<file path="src/rtl/scan_pkg.sv">
// Shared types and FIFO scan-chain geometry for the scan sequencer.
package scan_pkg;

  typedef enum logic [2:0] {
    StIdle,
    StLoad,
    StCapture,
    StUnload,
    StDone
  } scan_state_t;

  localparam int unsigned FIFO_DATA_W     = 17;
  localparam int unsigned FIFO_PTR_W      = 3;
  localparam int unsigned FIFO_LOAD_LEN   = 25;
  localparam int unsigned FIFO_UNLOAD_LEN = 17;

  // Load-chain field offsets within load_vec (bit 0 shifted first).
  localparam int unsigned CHAIN_DATA_LSB = 0;
  localparam int unsigned CHAIN_DATA_MSB = 16;
  localparam int unsigned CHAIN_WPTR_LSB = 17;
  localparam int unsigned CHAIN_WPTR_MSB = 19;
  localparam int unsigned CHAIN_RPTR_LSB = 20;
  localparam int unsigned CHAIN_RPTR_MSB = 22;
  localparam int unsigned CHAIN_WEN_BIT  = 23;
  localparam int unsigned CHAIN_REN_BIT  = 24;

  function automatic int unsigned max3(int unsigned a, int unsigned b, int unsigned c);
    int unsigned m;
    m = (a > b) ? a : b;
    return (m > c) ? m : c;
  endfunction

endpackage

</file>
<file path="src/rtl/scan_seq_ctrl_if.sv">
// Host request/result signals plus the TM/SI/SO scan port of the sequencer.
interface scan_seq_ctrl_if #(
  parameter int unsigned LOAD_LEN   = scan_pkg::FIFO_LOAD_LEN,
  parameter int unsigned UNLOAD_LEN = scan_pkg::FIFO_UNLOAD_LEN
) ();
  import scan_pkg::*;

  logic                  start;
  logic                  abort;
  logic [LOAD_LEN-1:0]   load_vec;
  logic [UNLOAD_LEN-1:0] expected;
  logic [UNLOAD_LEN-1:0] mask;
  logic                  TM;
  logic                  SI;
  logic                  SO;
  logic                  busy;
  logic                  done;
  logic                  pass;
  logic [UNLOAD_LEN-1:0] captured;

  modport master (
    input  start, abort, load_vec, expected, mask, SO,
    output TM, SI, busy, done, pass, captured
  );

  modport slave (
    output start, abort, load_vec, expected, mask, SO,
    input  TM, SI, busy, done, pass, captured
  );

endinterface

</file>
<file path="src/rtl/scan_unload_sr.sv">
// Unload capture register: each enabled sample writes sdi at the running index.
module scan_unload_sr
  import scan_pkg::*;
#(
  parameter int unsigned WIDTH = FIFO_UNLOAD_LEN
) (
  input  logic             clk,
  input  logic             rst,
  input  logic             clear,
  input  logic             sample_en,
  input  logic             sdi,
  output logic [WIDTH-1:0] data,
  output logic [WIDTH-1:0] data_next
);

  localparam int unsigned IDX_W = (WIDTH > 1) ? $clog2(WIDTH) : 1;
  localparam logic [IDX_W-1:0] IDX_LAST = IDX_W'(WIDTH - 1);

  logic [WIDTH-1:0] data_q, data_d;
  logic [IDX_W-1:0] idx_q, idx_d;

  always_comb begin
    data_d = data_q;
    idx_d  = idx_q;
    if (clear) begin
      data_d = '0;
      idx_d  = '0;
    end else if (sample_en) begin
      data_d[idx_q] = sdi;
      idx_d         = (idx_q == IDX_LAST) ? '0 : idx_q + IDX_W'(1);
    end
  end

  always_ff @(posedge clk) begin
    if (rst) begin
      data_q <= '0;
      idx_q  <= '0;
    end else begin
      data_q <= data_d;
      idx_q  <= idx_d;
    end
  end

  assign data      = data_q;
  assign data_next = data_d;

endmodule

</file>
<file path="src/rtl/scan_seq_ctrl.sv">
// Scan sequencer: load stimulus, hold capture window, unload and masked-compare.
module scan_seq_ctrl
  import scan_pkg::*;
#(
  parameter int unsigned LOAD_LEN       = FIFO_LOAD_LEN,
  parameter int unsigned UNLOAD_LEN     = FIFO_UNLOAD_LEN,
  parameter int unsigned CAPTURE_CYCLES = 1
) (
  input  logic           clk,
  input  logic           rst,
  scan_seq_ctrl_if.master bus
);

  localparam int unsigned CNT_W = $clog2(max3(LOAD_LEN, UNLOAD_LEN, CAPTURE_CYCLES) + 1);
  localparam logic [CNT_W-1:0] LOAD_LAST = CNT_W'(LOAD_LEN - 1);
  localparam logic [CNT_W-1:0] CAPT_LAST = CNT_W'(CAPTURE_CYCLES - 1);
  localparam logic [CNT_W-1:0] UNLD_LAST = CNT_W'(UNLOAD_LEN - 1);

  scan_state_t state_q, state_d;
  logic [CNT_W-1:0] cnt_q, cnt_d;

  logic [LOAD_LEN-1:0]   vec_sh_q, vec_sh_d;
  logic [UNLOAD_LEN-1:0] exp_q, exp_d;
  logic [UNLOAD_LEN-1:0] mask_q, mask_d;
  logic tm_q, tm_d, si_q, si_d, busy_q, busy_d, done_q, done_d, pass_q, pass_d;

  logic                  accept;
  logic                  sr_clear, sr_sample;
  logic [UNLOAD_LEN-1:0] sr_data, sr_next;

  // State register.
  always_ff @(posedge clk) begin
    if (rst) begin
      state_q <= StIdle;
      cnt_q   <= '0;
    end else begin
      state_q <= state_d;
      cnt_q   <= cnt_d;
    end
  end

  // Next-state logic; abort overrides every transition.
  always_comb begin
    state_d = state_q;
    cnt_d   = cnt_q;
    case (state_q)
      StIdle, StDone: begin
        state_d = bus.start ? StLoad : StIdle;
        cnt_d   = '0;
      end
      StLoad: begin
        if (cnt_q == LOAD_LAST) begin
          state_d = StCapture;
          cnt_d   = '0;
        end else begin
          cnt_d = cnt_q + CNT_W'(1);
        end
      end
      StCapture: begin
        if (cnt_q == CAPT_LAST) begin
          state_d = StUnload;
          cnt_d   = '0;
        end else begin
          cnt_d = cnt_q + CNT_W'(1);
        end
      end
      StUnload: begin
        if (cnt_q == UNLD_LAST) begin
          state_d = StDone;
          cnt_d   = '0;
        end else begin
          cnt_d = cnt_q + CNT_W'(1);
        end
      end
      default: begin
        state_d = StIdle;
        cnt_d   = '0;
      end
    endcase
    if (bus.abort) begin
      state_d = StIdle;
      cnt_d   = '0;
    end
  end

  assign accept = (state_d == StLoad) && ((state_q == StIdle) || (state_q == StDone));

  // Output/datapath next values, decoded from the upcoming state so outputs stay registered.
  always_comb begin
    tm_d      = (state_d == StLoad) || (state_d == StUnload);
    busy_d    = (state_d == StLoad) || (state_d == StCapture) || (state_d == StUnload);
    done_d    = (state_d == StDone);
    si_d      = 1'b0;
    vec_sh_d  = vec_sh_q;
    exp_d     = exp_q;
    mask_d    = mask_q;
    pass_d    = pass_q;
    sr_clear  = 1'b0;
    sr_sample = (state_q == StUnload) && !bus.abort;
    if (accept) begin
      si_d     = bus.load_vec[0];
      vec_sh_d = bus.load_vec >> 1;
      exp_d    = bus.expected;
      mask_d   = bus.mask;
      pass_d   = 1'b0;
      sr_clear = 1'b1;
    end else if (state_d == StLoad) begin
      si_d     = vec_sh_q[0];
      vec_sh_d = vec_sh_q >> 1;
    end
    // sr_next already holds the final unload bit on this edge.
    if ((state_q == StUnload) && (state_d == StDone)) begin
      pass_d = ((sr_next ^ exp_q) & mask_q) == '0;
    end
  end

  always_ff @(posedge clk) begin
    if (rst) begin
      tm_q     <= 1'b0;
      si_q     <= 1'b0;
      busy_q   <= 1'b0;
      done_q   <= 1'b0;
      pass_q   <= 1'b0;
      vec_sh_q <= '0;
      exp_q    <= '0;
      mask_q   <= '0;
    end else begin
      tm_q     <= tm_d;
      si_q     <= si_d;
      busy_q   <= busy_d;
      done_q   <= done_d;
      pass_q   <= pass_d;
      vec_sh_q <= vec_sh_d;
      exp_q    <= exp_d;
      mask_q   <= mask_d;
    end
  end

  scan_unload_sr #(
    .WIDTH(UNLOAD_LEN)
  ) u_unload_sr (
    .clk      (clk),
    .rst      (rst),
    .clear    (sr_clear),
    .sample_en(sr_sample),
    .sdi      (bus.SO),
    .data     (sr_data),
    .data_next(sr_next)
  );

  assign bus.TM       = tm_q;
  assign bus.SI       = si_q;
  assign bus.busy     = busy_q;
  assign bus.done     = done_q;
  assign bus.pass     = pass_q;
  assign bus.captured = sr_data;

endmodule
</file>
<file path="src/flat_wrapper.sv">
// flat-port wrapper written by rule: the top's interface ports become plain ports
module scan_seq_ctrl_flat import scan_pkg::*;
#(
  parameter int unsigned LOAD_LEN       = FIFO_LOAD_LEN,
  parameter int unsigned UNLOAD_LEN     = FIFO_UNLOAD_LEN,
  parameter int unsigned CAPTURE_CYCLES = 1
)
  (clk, rst, bus_start, bus_abort, bus_load_vec, bus_expected, bus_mask, bus_SO, bus_TM, bus_SI, bus_busy, bus_done, bus_pass, bus_captured);
  scan_seq_ctrl_if #(.LOAD_LEN(LOAD_LEN), .UNLOAD_LEN(UNLOAD_LEN)) bus_i ();
  input  logic clk;
  input  logic rst;
  input wire logic [$bits(bus_i.start)-1:0] bus_start;
  input wire logic [$bits(bus_i.abort)-1:0] bus_abort;
  input wire logic [$bits(bus_i.load_vec)-1:0] bus_load_vec;
  input wire logic [$bits(bus_i.expected)-1:0] bus_expected;
  input wire logic [$bits(bus_i.mask)-1:0] bus_mask;
  input wire logic [$bits(bus_i.SO)-1:0] bus_SO;
  output wire logic [$bits(bus_i.TM)-1:0] bus_TM;
  output wire logic [$bits(bus_i.SI)-1:0] bus_SI;
  output wire logic [$bits(bus_i.busy)-1:0] bus_busy;
  output wire logic [$bits(bus_i.done)-1:0] bus_done;
  output wire logic [$bits(bus_i.pass)-1:0] bus_pass;
  output wire logic [$bits(bus_i.captured)-1:0] bus_captured;
  assign bus_i.start = bus_start;
  assign bus_i.abort = bus_abort;
  assign bus_i.load_vec = bus_load_vec;
  assign bus_i.expected = bus_expected;
  assign bus_i.mask = bus_mask;
  assign bus_i.SO = bus_SO;
  assign bus_TM = bus_i.TM;
  assign bus_SI = bus_i.SI;
  assign bus_busy = bus_i.busy;
  assign bus_done = bus_i.done;
  assign bus_pass = bus_i.pass;
  assign bus_captured = bus_i.captured;
  scan_seq_ctrl #(.LOAD_LEN(LOAD_LEN), .UNLOAD_LEN(UNLOAD_LEN), .CAPTURE_CYCLES(CAPTURE_CYCLES)) u_core (.clk(clk), .rst(rst), .bus(bus_i));
endmodule
</file>
<file path="config.mk">
export PLATFORM = sky130hd
export DESIGN_NAME = scan_seq_ctrl_flat
export DESIGN_NICKNAME = d
export VERILOG_FILES = /design/src/rtl/scan_pkg.sv /design/src/rtl/scan_seq_ctrl_if.sv /design/src/rtl/scan_unload_sr.sv /design/src/rtl/scan_seq_ctrl.sv /design/src/flat_wrapper.sv
export SDC_FILE = /design/constraint.sdc
export NUM_CORES = 1
export LEC_CHECK = 0
export CORE_UTILIZATION = 40
export CTS_CLUSTER_SIZE = 25
export DETAILED_ROUTE_END_ITERATION = 10
export GPL_TIMING_DRIVEN = 0
export PLACE_DENSITY_LB_ADDON = 0.2
export SETUP_SLACK_MARGIN = 0.2
export SLEW_MARGIN = 20
export SYNTH_ARGS = -nofsm -noshare
export SYNTH_HDL_FRONTEND = slang
export SYNTH_SLANG_ARGS = --single-unit
export TNS_END_PERCENT = 50
</file>
<file path="constraint.sdc">
create_clock -name clk -period 2.88 [get_ports clk]
set_input_delay 0.72 -clock clk [delete_from_list [all_inputs] [get_ports clk]]
set_output_delay 0.72 -clock clk [all_outputs]
set_load 0.005 [all_outputs]
</file>
==> flow_summary_export.csv, run 1 <==
group,metric,value,unit
sta,rsz0062_at_grt,"true",
clocking,clockRootBuffer,"clkbuf_8",
die,start_util,41.0,%
flow_run,drv_cap,0,
sta,setup_viol,0,
power_and_ir_drop,pwr-share-clk,35.3,%
logic_synthesis,synth_cell_types,54,
routing,drc,0,
logic_synthesis,yosysWarnings,0,
logic_synthesis,synthTopCellsByCount,"nand2_1 (110), dfxtp_1 (93), nor2_1 (53)",
global_routing,grt_max_degree,14,
logic_synthesis,synth-edff-count,0,
clocking,numCtsBuffers,9,
global_routing,track_usage,22.0,%
sta,finalCritPeriodShare,88.7,%
setup_path,cp.arrival,2.84,ns
place,dp_hpwl,9130,um
sta,finalHoldViolCount,0,
die,rows,38,
logic_synthesis,syn_nets,618,
power_and_ir_drop,cellLeakagePower,0.00205,uW
power_and_ir_drop,seq_power_share,53.2,%
finish,diodes,0,
logic_synthesis,ys_ff_latch,93,
global_routing,antenna_found_initial,0,
setup_path,endpoint_kind,"flip-flop",
clocking,hold_buffers,0,
logic_synthesis,synthTopCellsByArea,"dfxtp_1 (42%), nand2_1 (9.3%), a311oi_1 (4.6%)",
routing,routed_wl,12100,um
sta,maxSlewViolCount,0,
logic_synthesis,synth_area,4430,um2
setup_path,start_kind,"input pin",
finish,nets,714,
status,status,"completed",
logic_synthesis,synth_top_cell_area_share,42.1,%
sta,finClkSkew,0.0140,ns
setup_path,cp.required,3.17,ns
clocking,clk_latency,0.36,ns
logic_synthesis,ys.flop_type,"dfxtp_1",
worst_hold_path,hp-class,"reg -> reg",
power_and_ir_drop,power.density,454,nW/um2
power_and_ir_drop,total_power,2580,uW
global_routing,grt_pass1_wl,19800,um
logic_synthesis,yosysSeqAreaShare,42.1,%
place,place_area,5440,um2
logic_synthesis,syn_area_per_cell,8.08,um2
finish,area_growth,28.3,%
routing,avgRoutedWirePerCell,15.3,um
logic_synthesis,synth_most_common_cell,"nand2_1",
place,pre_cts_ws,-0.440,ns
clocking,cts_tree,"done",
global_routing,first_global_vias,4072,
routing,drt-vias-per-instance,5.40,
routing,drtIter0Drc,228,
power_and_ir_drop,peakVddDrop,0.272,mV
routing,vias,4251,
sta,setup_tns,0,ns
clocking,clkTransAtPathRegs,0.08,ns
clocking,cts_buffer_depth,2,
power_and_ir_drop,pwr-share-comb,11.5,%
logic_synthesis,async_flop_share,0,%
global_routing,grt-ovfl-total,0,
sta,layout_setup_ws,0.327,ns
sta,layout_min_cycle_time,2.55,ns
finish,final_area,5680,um2
clocking,h-tree-depth,3,
finish,drive_gt1_share,6.03,%
die,io_pins,86,
power_and_ir_drop,swShare,23.7,%
sta,worstMarginPinSlew,0.565,ns
logic_synthesis,synth_cells,548,
clocking,clock-sinks,93,
die,fp.dieH,107,um
place,gp_congestion,0.862,
routing,route.antenna.remaining_nets,0,
die,dieWidth,107,um
power_and_ir_drop,intPower,1970,uW
routing,drt-pass1-iter-count,5,
sta,relSlewSlack,62.3,%
die,fp.coreArea,10800,um2
logic_synthesis,synth.largest_area_cell,"dfxtp_1",
power_and_ir_drop,p_sw,611,uW
setup_path,critPathKind,"in -> reg",
die,die_area,11500,um2
sta,fmax,392,MHz
place,placement.io_buffers,84,
setup_path,critPathMaxFanout,10,
==> stage by stage <==
step / utilization (%) / hold WS (ns) / cells
after floorplan: - / 0.430 / 548
after global placement: 50.4 / 0.448 / 772
after detailed placement: 50.4 / 0.451 / 772
after CTS: 52.5 / 0.464 / 786
after global routing: 52.6 / 0.485 / 787
final: 52.6 / 0.468 / 787
==> metal layers <==
| layer | vias to the layer above | GRT usage [%] | share of wire [%] |
|---|---|---|---|
| met3 | 17 | 3.34 | 4.9 |
| met1 | 2020 | 30.8 | 48 |
| met2 | 115 | 35.2 | 46 |
| met4 | 0 | 5.58 | 1.5 |
| li1 | 2099 | - | - |
| met5 | - | 0 | 0 |
==> layout by cell type, fill, tap and decap left out, types with 4 or more instances in the layout <==
master	n
a21oi_1	39
dfxtp_1	93
nand3b_1	7
mux2_2	5
nor4_1	4
nand2_1	110
clkbuf_8	9
or3_1	4
nor2b_1	14
clkbuf_1	32
buf_2	6
mux2i_1	16
nor3_1	7
nand3_1	15
nand4_1	4
xor2_1	5
o21ai_0	30
and2_1	6
a311oi_1	23
inv_1	9
clkdlybuf4s50_1	83
ha_1	6
nor2_1	53
nand2b_1	11
==> power groups by stage <==
stage               sequential (uW)  combinational [uW]  clock [uW]
global route                   1380                 328         964
CTS                            1370                 297         920
global placement               1400                 288           0
floorplan                      1390                 155           0
detailed placement             1400                 296           0
finish                         1370                 298         909
==> area by class of cell <==
type | count | area, um2
Buffer | 41 | 193
Tap cell | 140 | 175
Multi-Input combinational cell | 405 | 2370
Sequential cell | 93 | 1860
Clock inverter | 2 | 60.1
Fill cell | 1091 | 5120
Inverter | 9 | 33.8
Clock buffer | 12 | 135
Timing Repair Buffer | 85 | 843
==> cell families (layout without fill, tap and decap cells) <==
logic type      count (synthesis)  after routing  synth area share [%]
buf+inv                        50            149                  5.09
xor+xnor                        8              8                  1.58
simple gates                  251            251                  27.0
compound gates                115            115                  16.8
mux                            25             25                  5.82
fa+ha+maj                       6              6                  1.70
flops                          93             93                  42.1
==> final timing paths <==
kind         cells past startpoint  slack (ns)                                to                          from
max                              9        0.33      u_core.bus.pass$_SDFFE_PP0P_                     bus_start
min                              2        0.47      u_core.exp_q[0]$_SDFFE_PP0N_  u_core.exp_q[0]$_SDFFE_PP0N_
max reg2reg                      9        0.46  u_core.vec_sh_q[10]$_SDFFE_PP0P_    u_core.cnt_q[0]$_SDFF_PP0_
min reg2reg                      2        0.47      u_core.exp_q[0]$_SDFFE_PP0N_  u_core.exp_q[0]$_SDFFE_PP0N_
==> worst max-delay path, cell delays in order <==
cell and delay [ns]:
clkdlybuf4s50_1 0.52, or4b_4 0.49, buf_6 0.16, nand2_2 0.07, mux2_1 0.17, xnor2_1 0.07, a222oi_1 0.33, o221ai_1 0.17
o21ai_1 0.14
==> state kept, by name, indices dropped and copies added, names as in the netlist <==
register,cells
u_core.bus.busy,1
u_core.mask_q,17
u_core.state_q,3
u_core.u_unload_sr.data,17
u_core.u_unload_sr.idx_q,5
u_core.vec_sh_q,24
u_core.exp_q,17
u_core.cnt_q,5
u_core.bus.SI,1
u_core.bus.done,1
u_core.bus.TM,1
u_core.bus.pass,1
==> what timing repair did <==
action,in CTS,in global routing
resized for setup,6,6
endpoints found under the setup margin,5,23
pin swaps,0,1
setup buffers,0,1
cloned,0,0
No activity file was read; power rests on OpenSTA's default activity.
==> run 2: changes to the inputs <==
HOLD_SLACK_MARGIN = 0.03   (was unset)
SKIP_LAST_GASP = 1   (was unset)
==> results of run 2 <==
Same layout as run 1: the final DEF is identical, and so are final timing and power.
==> run 3: changes to the inputs <==
PLACE_DENSITY = 0.69   (was unset)
PLACE_DENSITY_LB_ADDON = unset   (was 0.2)
==> flow_summary_export.csv, run 3 (synthesis results as in run 1) <==
group,metric,value,unit
finish,largest_register,"u_core.vec_sh_q",
sta,rsz0062_at_grt,"false",
setup_path,endpoint_kind,"flip-flop",
sta,layout_min_cycle_time,2.61,ns
routing,vias,4256,
setup_path,crit_buf_inv,2,
setup_path,crit_slowest_cell,"clkdlybuf4s50_1",
finish,largest_reg_flops,24,
clocking,numCtsBuffers,9,
worst_hold_path,hp-class,"reg -> reg",
die,fp.dieH,107,um
global_routing,grt_pass1_wl,19000,um
place,placement.io_buffers,84,
power_and_ir_drop,total_power,2590,uW
status,violations,"DRC",
global_routing,grt_max_degree,15,
setup_path,start_kind,"input pin",
die,fp.coreArea,10800,um2
global_routing,track_usage,21.4,%
setup_path,max_stage_delay,0.52,ns
die,dieWidth,107,um
sta,setup_viol,0,
routing,drt-vias-per-instance,5.39,
routing,drc,2,
setup_path,cp_top_family,"buffers and inverters",
sta,finalHoldViolCount,0,
setup_path,critPathMaxFanout,10,
sta,setup_tns,0,ns
finish,diodes,0,
finish,area_growth,28.2,%
clocking,clk_latency,0.36,ns
place,dp_cells,772,
power_and_ir_drop,power.density,456,nW/um2
routing,route.antenna.remaining_nets,0,
finish,layout.cells.most_common_list,"nand2_1 (110), dfxtp_1 (93), clkdlybuf4s50_1 (83), nor2_1 (53), a21oi_1 (40)",
place,place_area,5440,um2
routing,routed_wl,12000,um
global_routing,first_global_vias,3938,
die,die_area,11500,um2
status,status,"finished, violations left",
place,gp_congestion,0.865,
die,io_pins,86,
global_routing,grt-ovfl-total,0,
sta,fmax,384,MHz
routing,avgRoutedWirePerCell,15.2,um
clocking,cts_buffer_depth,2,
clocking,clock-sinks,93,
finish,stdcell_count,789,
clocking,clkTransAtPathRegs,0.09,ns
clocking,hold_buffers,0,
die,rows,38,
flow_run,drv_cap,0,
sta,relSlewSlack,60.0,%
setup_path,critPathKind,"in -> reg",
sta,maxSlewViolCount,0,
setup_path,crit_chain,"clkdlybuf4s50_1 > or4b_4 > buf_6 > nand2_2 > mux2_1 > xnor2_1 > a222oi_1 > o221ai_1 > o21ai_1",
clocking,h-tree-depth,3,
routing,drt-pass1-iter-count,8,
finish,mostFrequentLayoutCell,"nand2_1",
power_and_ir_drop,peakVddDrop,0.209,mV
finish,final_area,5680,um2
finish,utilization,52.6,%
finish,fill_cells,1030,
global_routing,antenna_found_initial,0,
setup_path,cp.required,3.18,ns
finish,nets,714,
setup_path,cp.arrival,2.91,ns
clocking,clockRootBuffer,"clkbuf_8",
finish,drive_gt1_share,6.47,%
place,dp_hpwl,9030,um
sta,worstMarginPinSlew,0.601,ns
clocking,cts_tree,"done",
die,start_util,41.0,%
routing,drtIter0Drc,210,
power_and_ir_drop,cellLeakagePower,0.00207,uW
sta,finClkSkew,0.00387,ns
sta,finalCritPeriodShare,90.5,%
## run 3: report_power, final
group	internal [uW]	leakage [uW]	total, uW	switching [uW]
logic	147	0.00120	291	144
registers	1340	0.000758	1370	33.0
clock network	472	0.000106	928	456
## run 3: metrics by stage
step	hold slack, ns	setup slack, ns
after CTS	0.465	0.211
after global routing	0.496	0.211
final	0.464	0.273
after global placement	0.446	-0.459
after floorplan	0.430	0.506
after detailed placement	0.450	-0.510
## run 3: per-layer routing
metal	wire [um]	global-route usage, %	up-vias
met5	0	0	-
met3	727	3.04	17
li1	-	-	2103
met4	211	8.22	0
met2	5460	33.8	129
met1	5590	29.4	2007
## run 3: final cells by class
cell class              instances  area (um2)  share of cell area (%)
plain buffers                  41         193                    3.40
clock buffers                  13         169                    2.98
clock inverters                 3        42.5                   0.750
inverters                       9        33.8                   0.595
multi-input cells             405        2360                    41.5
flip-flops and latches         93        1860                    32.8
well taps                     140         175                    3.09
repair buffers                 85         843                    14.9
## run 3: what timing repair did
item | in CTS | in global routing
setup endpoints to repair | 1 | 5
setup buffers | 1 | 0
gates resized for setup | 3 | 6
## run 3: path summary, 6_finish.rpt
kind	cells past startpoint	start	endpoint	slack (ns)
worst max-delay path	9	bus_start	u_core.bus.pass$_SDFFE_PP0P_	0.27
worst min-delay path	1	u_core.cnt_q[0]$_SDFF_PP0_	u_core.cnt_q[0]$_SDFF_PP0_	0.46
worst max register to register	8	u_core.u_unload_sr.idx_q[2]$_SDFFE_PP0P_	u_core.bus.pass$_SDFFE_PP0P_	0.41
worst min register to register	1	u_core.cnt_q[0]$_SDFF_PP0_	u_core.cnt_q[0]$_SDFF_PP0_	0.46
## run 3: worst register-to-register path, delay by kind of cell (launching register included)
family | cells | cell delay (ns)
compound gates | 3 | 0.65
xor+xnor | 1 | 0.16
buf+inv | 1 | 0.21
flops | 1 | 0.32
mux | 1 | 0.44
simple gates | 2 | 0.64
